## src/rtl/mips_bus_pkg.sv

```systemverilog
// Shared types and constants for the fetch/memory bus arbiter.
// The optional watchdog is enabled with the BUS_TIMEOUT_EN macro.
package mips_bus_pkg;

  // Arbiter FSM states, 2-bit encoded
  typedef enum logic [1:0] {
    ST_IDLE    = 2'd0,
    ST_IF_ACC  = 2'd1,
    ST_MEM_ACC = 2'd2
  } state_t;

  // Grant encodings held in the last-grant register
  localparam logic GNT_IF  = 1'b0;
  localparam logic GNT_MEM = 1'b1;

  // Default bus-ack watchdog limit in clock cycles
  localparam int unsigned TIMEOUT_CYCLES_DEF = 32'd255;

  // Read data returned to a requester whose access timed out
  localparam logic [31:0] TIMEOUT_RDATA = 32'hFFFF_FFFF;

endpackage

```

## src/rtl/bus_arbiter_if.sv

```systemverilog
// Pipeline-side request/response signals and the external bus command/response
// bundled together. "master" is the arbiter view, "slave" is the environment
// (pipeline stages plus the external memory).
interface bus_arbiter_if;
  logic        if_req;
  logic [31:0] if_addr;
  logic [31:0] if_rdata;
  logic        if_ready;
  logic        mem_req;
  logic        mem_we;
  logic [3:0]  mem_sel;
  logic [31:0] mem_addr;
  logic [31:0] mem_wdata;
  logic [31:0] mem_rdata;
  logic        mem_ready;
  logic        bus_req;
  logic        bus_we;
  logic [3:0]  bus_sel;
  logic [31:0] bus_addr;
  logic [31:0] bus_wdata;
  logic [31:0] bus_rdata;
  logic        bus_ack;
  logic        stall_if;
  logic        stall_mem;
  logic        bus_err;

  modport master (
    input  if_req, if_addr, mem_req, mem_we, mem_sel, mem_addr, mem_wdata,
    input  bus_rdata, bus_ack,
    output if_rdata, if_ready, mem_rdata, mem_ready,
    output bus_req, bus_we, bus_sel, bus_addr, bus_wdata,
    output stall_if, stall_mem, bus_err
  );

  modport slave (
    output if_req, if_addr, mem_req, mem_we, mem_sel, mem_addr, mem_wdata,
    output bus_rdata, bus_ack,
    input  if_rdata, if_ready, mem_rdata, mem_ready,
    input  bus_req, bus_we, bus_sel, bus_addr, bus_wdata,
    input  stall_if, stall_mem, bus_err
  );
endinterface

```

## src/rtl/bus_arbiter_watchdog.sv

```systemverilog
// Bus-ack watchdog: counts cycles spent in an access state and flags expiry
// once TIMEOUT_CYCLES access cycles have elapsed. Only exists when
// BUS_TIMEOUT_EN is defined.
`ifdef BUS_TIMEOUT_EN
module bus_watchdog
  import mips_bus_pkg::*;
#(
  parameter int unsigned TIMEOUT_CYCLES = TIMEOUT_CYCLES_DEF
) (
  input  logic clk,
  input  logic rst,
  input  logic i_clear,
  input  logic i_count,
  output logic o_expire
);

  // Count value seen during the last allowed access cycle
  localparam logic [15:0] LP_LAST = 16'(TIMEOUT_CYCLES - 32'd1);

  logic [15:0] r_count;

  assign o_expire = i_count & (r_count == LP_LAST);

  // Access-cycle counter, cleared whenever the arbiter is idle
  always_ff @(posedge clk or negedge rst) begin
    if (!rst) begin
      r_count <= 16'd0;
    end else if (i_clear) begin
      r_count <= 16'd0;
    end else if (i_count && !o_expire) begin
      r_count <= r_count + 16'd1;
    end else begin
      r_count <= r_count;
    end
  end

endmodule
`endif

```

## src/rtl/bus_arbiter.sv

```systemverilog
// Two-requester arbiter sharing one external single-port bus between the
// fetch stage (IF) and the memory stage (MEM). Ties alternate via last_grant.
// Optional bus-ack watchdog enabled by the BUS_TIMEOUT_EN macro.
module bus_arbiter
  import mips_bus_pkg::*;
#(
  parameter int unsigned TIMEOUT_CYCLES = TIMEOUT_CYCLES_DEF
) (
  input  logic          clk,
  input  logic          rst,
  bus_arbiter_if.master bus
);

  state_t      r_state;
  state_t      w_state_nxt;
  logic        r_last_grant;
  logic        r_if_ready;
  logic        r_mem_ready;
  logic [31:0] r_if_rdata;
  logic [31:0] r_mem_rdata;
  logic        r_bus_req;
  logic        r_bus_we;
  logic [3:0]  r_bus_sel;
  logic [31:0] r_bus_addr;
  logic [31:0] r_bus_wdata;
  logic        w_if_pend;
  logic        w_mem_pend;
  logic        w_start_if;
  logic        w_start_mem;
  logic        w_if_done;
  logic        w_mem_done;
  logic        w_in_acc;
  logic        w_expire;
  logic [31:0] w_resp_data;

  if ((TIMEOUT_CYCLES < 32'd1) || (TIMEOUT_CYCLES > 32'd65535)) begin : g_bad_timeout
    $error("bus_arbiter: TIMEOUT_CYCLES must be 1..65535");
  end

  // A requester whose ready is high this cycle is finishing, not asking again
  assign w_if_pend   = bus.if_req & ~r_if_ready;
  assign w_mem_pend  = bus.mem_req & ~r_mem_ready;
  assign w_in_acc    = (r_state != ST_IDLE);
  // An ack wins over a simultaneous watchdog expiry
  assign w_resp_data = bus.bus_ack ? bus.bus_rdata : TIMEOUT_RDATA;

`ifdef BUS_TIMEOUT_EN
  logic r_bus_err;

  bus_watchdog #(.TIMEOUT_CYCLES(TIMEOUT_CYCLES)) u_watchdog (
    .clk      (clk),
    .rst      (rst),
    .i_clear  (~w_in_acc),
    .i_count  (w_in_acc),
    .o_expire (w_expire)
  );

  // Sticky timeout flag, cleared only by reset
  always_ff @(posedge clk or negedge rst) begin
    if (!rst) begin
      r_bus_err <= 1'b0;
    end else if (w_expire && !bus.bus_ack) begin
      r_bus_err <= 1'b1;
    end else begin
      r_bus_err <= r_bus_err;
    end
  end

  assign bus.bus_err = r_bus_err;
`else
  assign w_expire    = 1'b0;
  assign bus.bus_err = 1'b0;
`endif

  // FSM state register
  always_ff @(posedge clk or negedge rst) begin
    if (!rst) begin
      r_state <= ST_IDLE;
    end else begin
      r_state <= w_state_nxt;
    end
  end

  // Next-state, grant and completion decode
  always_comb begin
    w_state_nxt = r_state;
    w_start_if  = 1'b0;
    w_start_mem = 1'b0;
    w_if_done   = 1'b0;
    w_mem_done  = 1'b0;
    case (r_state)
      ST_IDLE: begin
        if (w_mem_pend && (!w_if_pend || (r_last_grant == GNT_IF))) begin
          w_start_mem = 1'b1;
          w_state_nxt = ST_MEM_ACC;
        end else if (w_if_pend) begin
          w_start_if  = 1'b1;
          w_state_nxt = ST_IF_ACC;
        end else begin
          w_state_nxt = ST_IDLE;
        end
      end
      ST_IF_ACC: begin
        if (bus.bus_ack || w_expire) begin
          w_if_done   = 1'b1;
          w_state_nxt = ST_IDLE;
        end else begin
          w_state_nxt = ST_IF_ACC;
        end
      end
      ST_MEM_ACC: begin
        if (bus.bus_ack || w_expire) begin
          w_mem_done  = 1'b1;
          w_state_nxt = ST_IDLE;
        end else begin
          w_state_nxt = ST_MEM_ACC;
        end
      end
      default: begin
        w_state_nxt = ST_IDLE;
      end
    endcase
  end

  // Bus command, response capture, ready pulses and grant history
  always_ff @(posedge clk or negedge rst) begin
    if (!rst) begin
      r_last_grant <= GNT_IF;
      r_bus_req    <= 1'b0;
      r_bus_we     <= 1'b0;
      r_bus_sel    <= 4'h0;
      r_bus_addr   <= 32'h0;
      r_bus_wdata  <= 32'h0;
      r_if_rdata   <= 32'h0;
      r_mem_rdata  <= 32'h0;
      r_if_ready   <= 1'b0;
      r_mem_ready  <= 1'b0;
    end else begin
      r_if_ready  <= w_if_done;
      r_mem_ready <= w_mem_done;
      if (w_start_mem) begin
        r_last_grant <= GNT_MEM;
        r_bus_req    <= 1'b1;
        r_bus_we     <= bus.mem_we;
        r_bus_sel    <= bus.mem_sel;
        r_bus_addr   <= bus.mem_addr;
        r_bus_wdata  <= bus.mem_wdata;
      end else if (w_start_if) begin
        r_last_grant <= GNT_IF;
        r_bus_req    <= 1'b1;
        r_bus_we     <= 1'b0;
        r_bus_sel    <= 4'hF;
        r_bus_addr   <= bus.if_addr;
        r_bus_wdata  <= 32'h0;
      end else if (w_if_done || w_mem_done) begin
        r_bus_req    <= 1'b0;
      end else begin
        r_bus_req    <= r_bus_req;
      end
      if (w_if_done) begin
        r_if_rdata <= w_resp_data;
      end else begin
        r_if_rdata <= r_if_rdata;
      end
      if (w_mem_done) begin
        r_mem_rdata <= w_resp_data;
      end else begin
        r_mem_rdata <= r_mem_rdata;
      end
    end
  end

  assign bus.bus_req   = r_bus_req;
  assign bus.bus_we    = r_bus_we;
  assign bus.bus_sel   = r_bus_sel;
  assign bus.bus_addr  = r_bus_addr;
  assign bus.bus_wdata = r_bus_wdata;
  assign bus.if_rdata  = r_if_rdata;
  assign bus.if_ready  = r_if_ready;
  assign bus.mem_rdata = r_mem_rdata;
  assign bus.mem_ready = r_mem_ready;
  assign bus.stall_if  = bus.if_req & ~r_if_ready;
  assign bus.stall_mem = bus.mem_req & ~r_mem_ready;

endmodule
```

## src/flat_wrapper.sv

```systemverilog
// flat-port wrapper written by rule: the top's interface ports become plain ports
module bus_arbiter_flat import mips_bus_pkg::*;
#(
  parameter int unsigned TIMEOUT_CYCLES = TIMEOUT_CYCLES_DEF
)
  (clk, rst, bus_if_req, bus_if_addr, bus_mem_req, bus_mem_we, bus_mem_sel, bus_mem_addr, bus_mem_wdata, bus_bus_rdata, bus_bus_ack, bus_if_rdata, bus_if_ready, bus_mem_rdata, bus_mem_ready, bus_bus_req, bus_bus_we, bus_bus_sel, bus_bus_addr, bus_bus_wdata, bus_stall_if, bus_stall_mem, bus_bus_err);
  bus_arbiter_if bus_i ();
  input  logic clk;
  input  logic rst;
  input wire logic [$bits(bus_i.if_req)-1:0] bus_if_req;
  input wire logic [$bits(bus_i.if_addr)-1:0] bus_if_addr;
  input wire logic [$bits(bus_i.mem_req)-1:0] bus_mem_req;
  input wire logic [$bits(bus_i.mem_we)-1:0] bus_mem_we;
  input wire logic [$bits(bus_i.mem_sel)-1:0] bus_mem_sel;
  input wire logic [$bits(bus_i.mem_addr)-1:0] bus_mem_addr;
  input wire logic [$bits(bus_i.mem_wdata)-1:0] bus_mem_wdata;
  input wire logic [$bits(bus_i.bus_rdata)-1:0] bus_bus_rdata;
  input wire logic [$bits(bus_i.bus_ack)-1:0] bus_bus_ack;
  output wire logic [$bits(bus_i.if_rdata)-1:0] bus_if_rdata;
  output wire logic [$bits(bus_i.if_ready)-1:0] bus_if_ready;
  output wire logic [$bits(bus_i.mem_rdata)-1:0] bus_mem_rdata;
  output wire logic [$bits(bus_i.mem_ready)-1:0] bus_mem_ready;
  output wire logic [$bits(bus_i.bus_req)-1:0] bus_bus_req;
  output wire logic [$bits(bus_i.bus_we)-1:0] bus_bus_we;
  output wire logic [$bits(bus_i.bus_sel)-1:0] bus_bus_sel;
  output wire logic [$bits(bus_i.bus_addr)-1:0] bus_bus_addr;
  output wire logic [$bits(bus_i.bus_wdata)-1:0] bus_bus_wdata;
  output wire logic [$bits(bus_i.stall_if)-1:0] bus_stall_if;
  output wire logic [$bits(bus_i.stall_mem)-1:0] bus_stall_mem;
  output wire logic [$bits(bus_i.bus_err)-1:0] bus_bus_err;
  assign bus_i.if_req = bus_if_req;
  assign bus_i.if_addr = bus_if_addr;
  assign bus_i.mem_req = bus_mem_req;
  assign bus_i.mem_we = bus_mem_we;
  assign bus_i.mem_sel = bus_mem_sel;
  assign bus_i.mem_addr = bus_mem_addr;
  assign bus_i.mem_wdata = bus_mem_wdata;
  assign bus_i.bus_rdata = bus_bus_rdata;
  assign bus_i.bus_ack = bus_bus_ack;
  assign bus_if_rdata = bus_i.if_rdata;
  assign bus_if_ready = bus_i.if_ready;
  assign bus_mem_rdata = bus_i.mem_rdata;
  assign bus_mem_ready = bus_i.mem_ready;
  assign bus_bus_req = bus_i.bus_req;
  assign bus_bus_we = bus_i.bus_we;
  assign bus_bus_sel = bus_i.bus_sel;
  assign bus_bus_addr = bus_i.bus_addr;
  assign bus_bus_wdata = bus_i.bus_wdata;
  assign bus_stall_if = bus_i.stall_if;
  assign bus_stall_mem = bus_i.stall_mem;
  assign bus_bus_err = bus_i.bus_err;
  bus_arbiter #(.TIMEOUT_CYCLES(TIMEOUT_CYCLES)) u_core (.clk(clk), .rst(rst), .bus(bus_i));
endmodule
```

## config.mk

```make
export PLATFORM = sky130hd
export DESIGN_NAME = bus_arbiter_flat
export DESIGN_NICKNAME = d
export VERILOG_FILES = /design/src/rtl/mips_bus_pkg.sv /design/src/rtl/bus_arbiter_if.sv /design/src/rtl/bus_arbiter_watchdog.sv /design/src/rtl/bus_arbiter.sv /design/src/flat_wrapper.sv
export SDC_FILE = /design/constraint.sdc
export NUM_CORES = 1
export LEC_CHECK = 0
export ABC_AREA = 0
export BUFFER_PORTS_ARGS = -buffer_cell sky130_fd_sc_hd__buf_2
export CORE_MARGIN = 2
export CORE_UTILIZATION = 35
export CTS_BUF_LIST = sky130_fd_sc_hd__clkbuf_4
export DETAILED_ROUTE_END_ITERATION = 6
export PLACE_DENSITY_LB_ADDON = 0.2
export SYNTH_ARGS = -nofsm -noshare
export SYNTH_HDL_FRONTEND = slang
export SYNTH_SLANG_ARGS = --single-unit
export TNS_END_PERCENT = 30
```

## constraint.sdc

```tcl
create_clock -name clk -period 2.1 [get_ports clk]
set_clock_uncertainty 0.1 [all_clocks]
set_input_delay 0.21 -clock clk [delete_from_list [all_inputs] [get_ports clk]]
set_output_delay 0.21 -clock clk [all_outputs]
set_load 0.1 [all_outputs]
```

==> run metrics, run 1 <==
library cell occupying the most area in the post-synthesis netlist sky130_fd_sc_hd__dfrtp_1; Top-Level Pins between 200 and 300; cts bufs inserted 17; die outline height between 100 and 150 µm; number of instances in the synthesized netlist 392; vias in the first global route ~5.4k; count of cells along the worst hold path 4; CP cell instances nor4b_4, buf_12, mux2_2, mux2_1; final max-slew violation count 0; cell at the root of the clock tree sky130_fd_sc_hd__clkbuf_4; sum of net half-perimeters after detailed placement 10990 µm; required time of the worst setup path between 2000 and 2500 ps; routed vias/inst roughly 4.6; Layout Cell Area excl Fill 9263 µm²; clock transition at the register clock pins on the worst setup and hold paths after CTS 110 ps; Hold Crit Start bus_mem_req; first-pass iteration count of the detailed router 6; CTS max path bufs 2; remaining global-route overflow 0; kind of end point of the critical path flip-flop; met2 usage 33.67%; count of antenna diodes in the layout 0; # H-tree levels 4; placer congestion estimate a little over 0.7; Worst Hold Class input port to flip-flop; netlist area before placement around 6000 µm²; FF-to-FF path depth 4; starting DRC count in detailed routing 162; number of I/O port buffers approximately 280; vias 4753; synth unique cells 25; Post-DP Area around 7700 µm²; clock period minus final worst setup slack 2050 ps; top-count cell post-synth sky130_fd_sc_hd__mux2_2; routed length per placed instance 16.34 µm; primary flip-flop cell chosen by synthesis mapping sky130_fd_sc_hd__dfrtp_1; reg2reg setup slack 50 ps; met3 track demand over resource under 10%; peak fanout along the critical path 48; Yosys warning total 0; number of nets still failing antenna checks after routing 0; Routed WL 16990 µm; Core Footprint 16580 µm²; final cycle utilization of the critical path 97.60%; row count 47; number of setup violations in the final report 0; worst setup path start u_core.r_state[0]; synthesis-stage register bit count about 140; run status completed; fraction of post-synthesis cell area in the top cell type by area approximately three fifths; sum of buffers and inverters on the critical path 1; Die Area 18070 µm²; initial cell density of the core 35.91%; total global routing track utilization between 10% and 20%; proportion of layout cells with a drive suffix above 1 58.17%; Worst Setup Slack post-DPL 50.40 ps; TritonCTS clock tree built; Worst path max stage delay 520 ps; number of enable-type register cells in the synthesized netlist 0; library cell contributing the largest single delay on the critical path sky130_fd_sc_hd__dfrtp_1; setup repair after global routing missed its margin yes; Max Freq 0.4879 GHz; Net count, final 950; critical path class flip-flop to flip-flop; worst flop-to-flop path startpoint u_core.r_state[0]; sum of negative setup slack 0 ps; startpoint kind of the worst setup timing path flip-flop; top cells by area in the synthesized netlist sky130_fd_sc_hd__dfrtp_1 58%, sky130_fd_sc_hd__mux2_2 26%, sky130_fd_sc_hd__mux2_4 3.8%; Die X-Extent 134.4 µm; number of hold violations in the final report 0; sequential fraction of the synthesis area 58.42%; average footprint of a synthesized cell 15.19 µm²; post-layout worst setup margin 50.30 ps; most common library cells after synthesis 140 x sky130_fd_sc_hd__mux2_2, 139 x sky130_fd_sc_hd__dfrtp_1, 34 x sky130_fd_sc_hd__nor2b_1; proportion of synthesized flip-flops having asynchronous set or reset 100.0%; grt met1 use 20.71%; first-pass GRT wire length approximately 27000 µm; Critical Path Stages 4; number of design rule violations left after detail routing 0; Mapped Nets 530; initial antenna violation count 0; final design utilization 55.85%; pin count of the biggest net entering global routing 53; number of filler instances in the final layout 1396; data arrival time at the worst-slack endpoint 2350 ps; crit-path leading delay family multiplexers; number of violations of the max-capacitance limit 0; layout-stage area growth over the synthesis result 55.56%; busiest layer in global routing met2; slew of the pin with the lowest slew margin 533.7 ps; clk_lat worst skew 510 ps; Slew HR between 60% and 70%; clock sink count 139
==> worst min-delay path: stages <==
cell,delay [ps]
sky130_fd_sc_hd__buf_2,80
sky130_fd_sc_hd__nand2b_1,130
sky130_fd_sc_hd__o211ai_1,190
sky130_fd_sc_hd__a21oi_1,60
==> worst paths after layout <==
check / to
max: u_core.bus.bus_addr[2]
min: u_core.r_state[0]
max reg2reg: u_core.bus.bus_addr[2]
min reg2reg: u_core.bus.if_rdata[30]
max in group asynchronous: u_core.bus.bus_wdata[14]
min in group asynchronous: u_core.bus.bus_wdata[5]
==> sequential cells by signal (all words and copies together) (netlist names) <==
name and flops:
u_core.bus.bus_addr 32, u_core.bus.bus_req 1, u_core.bus.bus_sel 4, u_core.bus.bus_wdata 32
u_core.bus.bus_we 1, u_core.bus.if_rdata 32, u_core.bus.if_ready 1, u_core.bus.mem_rdata 32
u_core.bus.mem_ready 1, u_core.r_last_grant 1, u_core.r_state 2
==> area by class of cell <==
| type | count | area, µm² | share of cell area [%] |
|---|---|---|---|
| flip-flops and latches | 139 | 3483 | 37.61 |
| repair buffers | 425 | 2943 | 31.77 |
| multi-input cells | 219 | 2290 | 24.72 |
| well taps | 220 | 275.3 | 2.972 |
| clock buffers | 17 | 127.6 | 1.378 |
| clock inverters | 10 | 106.4 | 1.148 |
| inverters | 10 | 37.54 | 0.4052 |
==> routing by layer <==
metal	wire length, µm	vias to the layer above
li1	-	2197
met1	6532	2310
met2	8569	212
met3	1509	34
met4	382	0
met5	0	-
==> cells in the final DEF, fill, tap and decap left out, types with 2 or more instances in the layout <==
master / n
sky130_fd_sc_hd__mux2_4: 16
sky130_fd_sc_hd__clkinvlp_4: 3
sky130_fd_sc_hd__bufinv_16: 2
sky130_fd_sc_hd__nor2_1: 4
sky130_fd_sc_hd__mux2_2: 139
sky130_fd_sc_hd__nand2b_1: 3
sky130_fd_sc_hd__inv_1: 10
sky130_fd_sc_hd__nor2b_1: 33
sky130_fd_sc_hd__buf_4: 9
sky130_fd_sc_hd__dlygate4sd3_1: 135
sky130_fd_sc_hd__buf_12: 7
sky130_fd_sc_hd__mux2_1: 6
sky130_fd_sc_hd__clkbuf_4: 17
sky130_fd_sc_hd__buf_6: 2
sky130_fd_sc_hd__mux2i_1: 4
sky130_fd_sc_hd__buf_2: 272
sky130_fd_sc_hd__a21oi_1: 2
sky130_fd_sc_hd__dfrtp_1: 137
sky130_fd_sc_hd__clkinv_2: 4
==> kinds of logic after synthesis <==
kind of cell           Yosys count  synth area share [%]
multiplexers                   165                 32.07
AO/OA/AOI/OAI                    8                 1.303
buffers and inverters           34                 3.320
other                            1               0.06298
AND/OR/NAND/NOR                 45                 4.833
flip-flops                     139                 58.42
==> what timing repair did <==
| action | 4_1_cts | 5_1_grt |
|---|---|---|
| setup endpoints to repair | 1 | 16 |
| resized for setup | 1 | 2 |
| hold buffers | 135 | 0 |
| hold endpoints to repair | 275 | 0 |
| buffers inserted | 0 | 0 |
==> through the flow <==
stage / hold slack, ps / std cells
finish: 91.48 / 1040
global route: 79.09 / 1040
CTS: 26.37 / 1040
detailed placement: 116.0 / 878
global placement: 109.1 / 878
floorplan: -185.6 / 392
Power of run 1 is left out: the tool's default activity adds up to more than one toggle a clock period on the data nets, which glitch-free logic cannot reach.
==> run 2: changes to the inputs <==
==> constraint.sdc (replaced) <==
create_clock -name clk -period 2.1 [get_ports clk]
set_clock_uncertainty 0.1 [all_clocks]
set_input_delay 0.525 -clock clk [delete_from_list [all_inputs] [get_ports clk]]
set_output_delay 0.525 -clock clk [all_outputs]
set_load 0.1 [all_outputs]
==> run 2 against run 1 <==
  * Register-to-register slack better by 90 ps
  * Global-route usage shrank 2.8 points
  * First-iteration DRC count decreased by 55%
  * Sequential cell count is the same
  * Utilization down 7.1 points
  * Via count down 12%
  * Cell area down 13%
  * Final cell count fell by 12%
  * Worst setup slack gained 14 ps
  * Non-clock buffer count down 129
  * Highest routed layer is now met5
==> run metrics, run 2 (synthesized netlist as in run 1, its figures left out) <==
clock period minus final worst setup slack ~2000 ps; first-pass iteration count of the detailed router 4; cts bufs inserted 17; CTS max path bufs 2; layout-stage area growth over the synthesis result 35.83%; total global routing track utilization between 15 and 20%; starting DRC count in detailed routing 73; cell at the root of the clock tree sky130_fd_sc_hd__clkbuf_4; sum of net half-perimeters after detailed placement 10840 µm; number of hold violations in the final report 0; routed length per placed instance 15.94 µm; final cycle utilization of the critical path ~97%; worst hold margin around 110 ps; final max-slew violation count 0; critical path class flip-flop to output port; most common cell after layout, fill and taps aside sky130_fd_sc_hd__buf_2; # H-tree levels 4; run status completed; row count 47; proportion of layout cells with a drive suffix above 1 70.07%; required time of the worst setup path between 1000 and 1500 ps; Net count, final a little over 800; count of antenna diodes in the layout 0; Routed WL 14590 µm; peak fanout along the critical path 3; initial cell density of the core 35.91%; placer congestion estimate 0.7590; kind of end point of the critical path output port; Die X-Extent 134.4 µm; number of filler instances in the final layout 1550; number of nets still failing antenna checks after routing 0; slew of the pin with the lowest slew margin between 500 and 600 ps; vias 4191; Top-Level Pins 277; initial antenna violation count 1; Worst Hold Class input port to flip-flop; Core Footprint 16580 µm²; data arrival time at the worst-slack endpoint ~1400 ps; number of setup violations in the final report 0; Slew HR 66.13%; startpoint kind of the worst setup timing path flip-flop; setup repair after global routing missed its margin yes; Die Area 18070 µm²; number of I/O port buffers 275; TritonCTS clock tree built; number of design rule violations left after detail routing 0; number of violations of the max-capacitance limit 0; routed vias/inst 4.580; pin count of the biggest net entering global routing 50; first-pass GRT wire length 22710 µm; Max Freq 0.4913 GHz; clock transition at the register clock pins on the worst setup and hold paths after CTS between 100 and 150 ps; die outline height around 130 µm; clock sink count 139; remaining global-route overflow 0; vias in the first global route ~4.4k; most frequent cells in the layout 269 x sky130_fd_sc_hd__buf_2, 139 x sky130_fd_sc_hd__mux2_2, 137 x sky130_fd_sc_hd__dfrtp_1, 33 x sky130_fd_sc_hd__nor2b_1, 22 x sky130_fd_sc_hd__clkbuf_4; clk_lat worst skew 520 ps
==> run 2: cell count changes in the layout (fill, tap and decap cells not counted), sizes merged <==
cell         previous run  this run
clkbuf                 17        22
clkinv                  5         7
dlygate4sd3           135         1
buf                   290       292
==> run 2: layout make-up <==
cell class	instances	area [µm²]	share of cell area, %
repair buffers	296	1718	21.24
clock inverters	12	126.4	1.562
inverters	10	40.04	0.4950
clock buffers	19	142.6	1.764
multi-input cells	219	2302	28.47
flip-flops and latches	139	3483	43.07
well taps	220	275.3	3.403
==> run 2: critical path: stages, from the launching register on <==
cell and delay (ps):
sky130_fd_sc_hd__dfrtp_4 530, sky130_fd_sc_hd__nor2b_4 170, sky130_fd_sc_hd__buf_12 190
==> run 2: timing repair <==
action,CTS,global route
endpoints found under the hold margin,23,0
setup buffers,3,0
gates resized for setup,7,3
pin swaps,0,1
hold buffers,1,0
endpoints found under the setup margin,3,6
==> run 2: path summary, 6_finish.rpt <==
| kind | to | slack [ps] | cells after the start | start |
|---|---|---|---|---|
| min in group asynchronous | u_core.bus.bus_wdata[5] | 320 | 2 | rst |
| max in group asynchronous | u_core.bus.bus_addr[18] | 970 | 3 | rst |
| hold / removal | u_core.bus.bus_addr[25] | 110 | 2 | bus_mem_addr[25] |
| hold reg to reg | u_core.bus.if_rdata[22] | 410 | 1 | u_core.bus.if_rdata[22] |
| setup / recovery | bus_stall_if | 60 | 2 | u_core.bus.if_ready |
| setup reg to reg | u_core.bus.bus_addr[25] | 140 | 4 | u_core.bus.if_ready |
==> run 2: routing by layer <==
layer / vias to the layer above / track usage [%] / share of wire, % / wire, µm
met5: - / 0 / 0.089 / 13
met4: 2 / 6.082 / 1.4 / 204
met3: 19 / 6.425 / 9.1 / 1324
met2: 187 / 27.01 / 49 / 7167
met1: 2038 / 19.09 / 40 / 5878
li1: 1945 / - / - / -
==> run 2: metrics by stage <==
stage | TNS [ps] | cell area, µm² | utilization (%) | std cells | worst slack (ps)
floorplan | -10430 | 5963 | - | 392 | -164.8
global placement | 0 | 7776 | 46.89 | 882 | 49.48
detailed placement | 0 | 7776 | 46.89 | 882 | 27.27
CTS | -111.6 | 8092 | 48.79 | 916 | -63.67
global route | -61.19 | 8088 | 48.77 | 915 | -61.19
finish | 0 | 8088 | 48.77 | 915 | 64.44
Power of run 2 is left out for the same reason.
